## src/rtl/alt_eyemon_remap_rom.sv

```systemverilog
// Eye-monitor phase-step remap: logical code <-> physical DPRIO code.
// Forward table is binary-to-Gray; inverse table is Gray-to-binary.
module alt_eyemon_remap_rom #(
  parameter int REG_OUT = 1
) (
  input  logic       i_avmm_clk,
  input  logic       i_resetn,
  input  logic [5:0] i_addr,
  output logic [5:0] o_data,
  input  logic [5:0] i_inv_addr,
  output logic [5:0] o_inv_data
);

  localparam logic [5:0] FWD_ROM [64] = '{
    6'h00, 6'h01, 6'h03, 6'h02,
    6'h06, 6'h07, 6'h05, 6'h04,
    6'h0C, 6'h0D, 6'h0F, 6'h0E,
    6'h0A, 6'h0B, 6'h09, 6'h08,
    6'h18, 6'h19, 6'h1B, 6'h1A,
    6'h1E, 6'h1F, 6'h1D, 6'h1C,
    6'h14, 6'h15, 6'h17, 6'h16,
    6'h12, 6'h13, 6'h11, 6'h10,
    6'h30, 6'h31, 6'h33, 6'h32,
    6'h36, 6'h37, 6'h35, 6'h34,
    6'h3C, 6'h3D, 6'h3F, 6'h3E,
    6'h3A, 6'h3B, 6'h39, 6'h38,
    6'h28, 6'h29, 6'h2B, 6'h2A,
    6'h2E, 6'h2F, 6'h2D, 6'h2C,
    6'h24, 6'h25, 6'h27, 6'h26,
    6'h22, 6'h23, 6'h21, 6'h20
  };

  // Exact inverse of FWD_ROM, entry by entry.
  localparam logic [5:0] INV_ROM [64] = '{
    6'h00, 6'h01, 6'h03, 6'h02,
    6'h07, 6'h06, 6'h04, 6'h05,
    6'h0F, 6'h0E, 6'h0C, 6'h0D,
    6'h08, 6'h09, 6'h0B, 6'h0A,
    6'h1F, 6'h1E, 6'h1C, 6'h1D,
    6'h18, 6'h19, 6'h1B, 6'h1A,
    6'h10, 6'h11, 6'h13, 6'h12,
    6'h17, 6'h16, 6'h14, 6'h15,
    6'h3F, 6'h3E, 6'h3C, 6'h3D,
    6'h38, 6'h39, 6'h3B, 6'h3A,
    6'h30, 6'h31, 6'h33, 6'h32,
    6'h37, 6'h36, 6'h34, 6'h35,
    6'h20, 6'h21, 6'h23, 6'h22,
    6'h27, 6'h26, 6'h24, 6'h25,
    6'h2F, 6'h2E, 6'h2C, 6'h2D,
    6'h28, 6'h29, 6'h2B, 6'h2A
  };

  logic [5:0] w_fwd;
  logic [5:0] w_inv;

  assign w_fwd = FWD_ROM[i_addr];
  assign w_inv = INV_ROM[i_inv_addr];

  generate
    if (REG_OUT != 0) begin : g_reg
      logic [5:0] r_data;
      logic [5:0] r_inv_data;

      always_ff @(posedge i_avmm_clk or negedge i_resetn) begin
        if (!i_resetn) begin
          r_data     <= 6'h00;
          r_inv_data <= 6'h00;
        end else begin
          r_data     <= w_fwd;
          r_inv_data <= w_inv;
        end
      end

      assign o_data     = r_data;
      assign o_inv_data = r_inv_data;
    end else begin : g_comb
      assign o_data     = w_fwd;
      assign o_inv_data = w_inv;
    end
  endgenerate

endmodule

```

## config.mk

```make
export PLATFORM = sky130hd
export DESIGN_NAME = alt_eyemon_remap_rom
export DESIGN_NICKNAME = d
export VERILOG_FILES = /design/src/rtl/alt_eyemon_remap_rom.sv
export SDC_FILE = /design/constraint.sdc
export NUM_CORES = 1
export LEC_CHECK = 0
export BUFFER_PORTS_ARGS = -buffer_cell sky130_fd_sc_hd__buf_2
export CAP_MARGIN = 0
export CORE_AREA = 2 2 39 41
export CTS_CLUSTER_DIAMETER = 200
export DETAILED_ROUTE_END_ITERATION = 8
export DIE_AREA = 0 0 41 43
export GPL_ROUTABILITY_DRIVEN = 0
export MAX_ROUTING_LAYER = met4
export PLACE_DENSITY = 0.71
export SETUP_SLACK_MARGIN = 0.2
export SLEW_MARGIN = 5
export SYNTH_ARGS = -nofsm -noshare
export SYNTH_HDL_FRONTEND = slang
export SYNTH_SLANG_ARGS = --single-unit
export TNS_END_PERCENT = 5
```

## constraint.sdc

```tcl
create_clock -name i_avmm_clk -period 0.8 [get_ports i_avmm_clk]
set_clock_uncertainty 0.05 [all_clocks]
set_input_delay 0.04 -clock i_avmm_clk [delete_from_list [all_inputs] [get_ports i_avmm_clk]]
set_output_delay 0.04 -clock i_avmm_clk [all_outputs]
set_load 0.05 [all_outputs]
```

==> results.md <==
- Clk root buf: clkbuf_4
- Tmin final: 889 ps
- Via count: 295
- Area of the multi-input gates: 139 µm²
- Post-Syn Instances: 24
- VDD IR max: 1.10 mV
- Critical Path Source: o_inv_data[5]
- Failing checks: negative hold slack, negative setup slack
- Slowest cell on the critical path: dfrtp_1
- Fin crit share: 1.11
- RSZ-0062 raised after global routing: yes
- Status: finished, violations left
- Max Fclk: 1120 MHz
- IO Count: 26
- WP buf/inv: 1
- Critical path capture point type: primary output
- Sw Pwr: 619 µW
- Sequential Power Share: 0.418
- Commonest non-fill, non-tap cell in the layout: buf_6
- Setup WS pre-CTS: -57.2 ps
- Mapped Nets: 38
- Setup violations, final: 12
- Die width: 41 µm
- DRC violations left: 0
- Worst-Margin Slew: 261 ps
- Clk buf depth: 2
- Ant. Diodes: 0
- Sw Share: 0.355
- Power per cell area: 2380 mW/mm²
- Max-cap violations: 0
- Number of global-route vias before repair: 317
- Clk slew on worst S/H paths: 70 ps
- DRT iter0 DRCs: 0
- Area growth syn-to-layout: 74.4%
- Final Hold Vio Count: 7
- Gr ovfl total: 0
- PnR worst setup slack: -89.0 ps
- Comb power frac: 0.386
- Port buffer count: 25
- Nets: 72
- Critical path class: reg -> out
- First-pass GRT wire length: 1260 µm
- Critical path cell sequence: buf_6
- HP Class: in -> reg
- Clock Power Share: 0.196
- Post-synth cell types: 5
- Crit path max fanout: 1
- Syn avg cell area: 17.5 µm²
- Die height: 43 µm
- DRT Pass-1 Iters: 1
- Cell Rows: 14
- Finished Cell Area: 733 µm²
- Worst Min Path Start: i_addr[5]
- Number of buffers created by CTS: 3
- Cell count after placement: 67
- Wire per inst: 11.4 µm
- Antenna viol nets, final: 0
- Worst rel slew slack: 0.826
- Initial Util: 0.304
- Initial antenna violation count: 0
- Final instance count without filler cells: 72
- H-tree depth: 1
- HPWL after detailed placement: 622 µm
- Crit path DAT: 800 ps
- Vias per cell: 4.10
- TritonCTS clock tree: built
- Critical path depth: 1
- Layout cells sized above 1: 0.589
- Layout fillers: 120
- Worst hold slack: -140 ps
- Sequential fraction of the synthesis area: 0.714
- Max Slew Vio Count: 0
- #FFs+latches synth: 12
- Max incr delay on CP: 390 ps
- Synth warnings: 0
- Commonest non-fill, non-tap cells in the layout: buf_6 (13), dfrtp_1 (12), buf_2 (11)
- Die area: 0.00176 mm²
- CP startpoint kind: register
- Hold depth: 1
- Largest net degree at the start of global routing: 13
- Top Family by Delay on Critical Path: flip-flops
- Cell-internal power: 1120 µW
- Required time of the worst setup path: 710 ps
- Pleak: 0.000358 µW
- Placed Area: 599 µm²
- Mapped Area: 420 µm²
- Post-Route WL: 819 µm
- Core ar.: 0.00138 mm²
- Gr usage total: 0.117
- Clk sinks: 12
- Sequential cell area: 300 µm²
## layer usage
layer,wire length [µm],track usage
met5,0,-
met4,0,0.0600
met3,118,0.0628
met2,426,0.197
met1,275,0.0956
## flip-flops by register name (all words and copies together) (netlist names)
name / cells
o_data: 6
o_inv_data: 6
## logic make-up (layout without fill, tap and decap cells)
logic type / count (synthesis) / after routing / synth area share
buffers and inverters: 0 / 32 / 0
flip-flops: 12 / 12 / 0.714
XOR/XNOR: 12 / 12 / 0.286
## synthesized netlist by cell type
cell | instances | share of area
xnor2_2 | 1 | 0.039
xor2_1 | 7 | 0.15
dfrtp_1 | 12 | 0.71
xnor2_1 | 3 | 0.063
xor2_2 | 1 | 0.039
## worst paths after layout
check / endpoint
max in group asynchronous: o_inv_data[5]
min in group asynchronous: o_data[5]
min: o_data[5]
max: o_inv_data[5]
## repair_timing
item                                    CTS  global route
hold buffers                              1             1
resized for setup                        24             5
hold endpoints to repair                 20             8
buffers inserted                          0             0
endpoints found under the setup margin   12            14
pin swaps                                 0             4
## power by group through the flow
stage                     clock network [µW]  registers, µW  logic (µW)
after global routing                     387            736         712
after detailed placement                   0            717         562
after global placement                     0            721         553
after floorplan                            0           1020        87.9
final                                    342            728         673
after CTS                                364            729         666
## through the flow
step                      total power [µW]   util  TNS, ps
final                                 1740  0.530     -906
after detailed placement              1280  0.433     -127
after CTS                             1760  0.511    -1080
after floorplan                       1110      -        0
after global routing                  1830  0.530    -1350
after global placement                1270  0.433    -69.4
## area by class of cell
cell class,instances,area share
sequential,12,0.410
multi-input combinational,12,0.189
timing repair buffer,29,0.343
clock buffer,3,0.0307
tap,16,0.0273
Power figures use the tool's default switching activity.
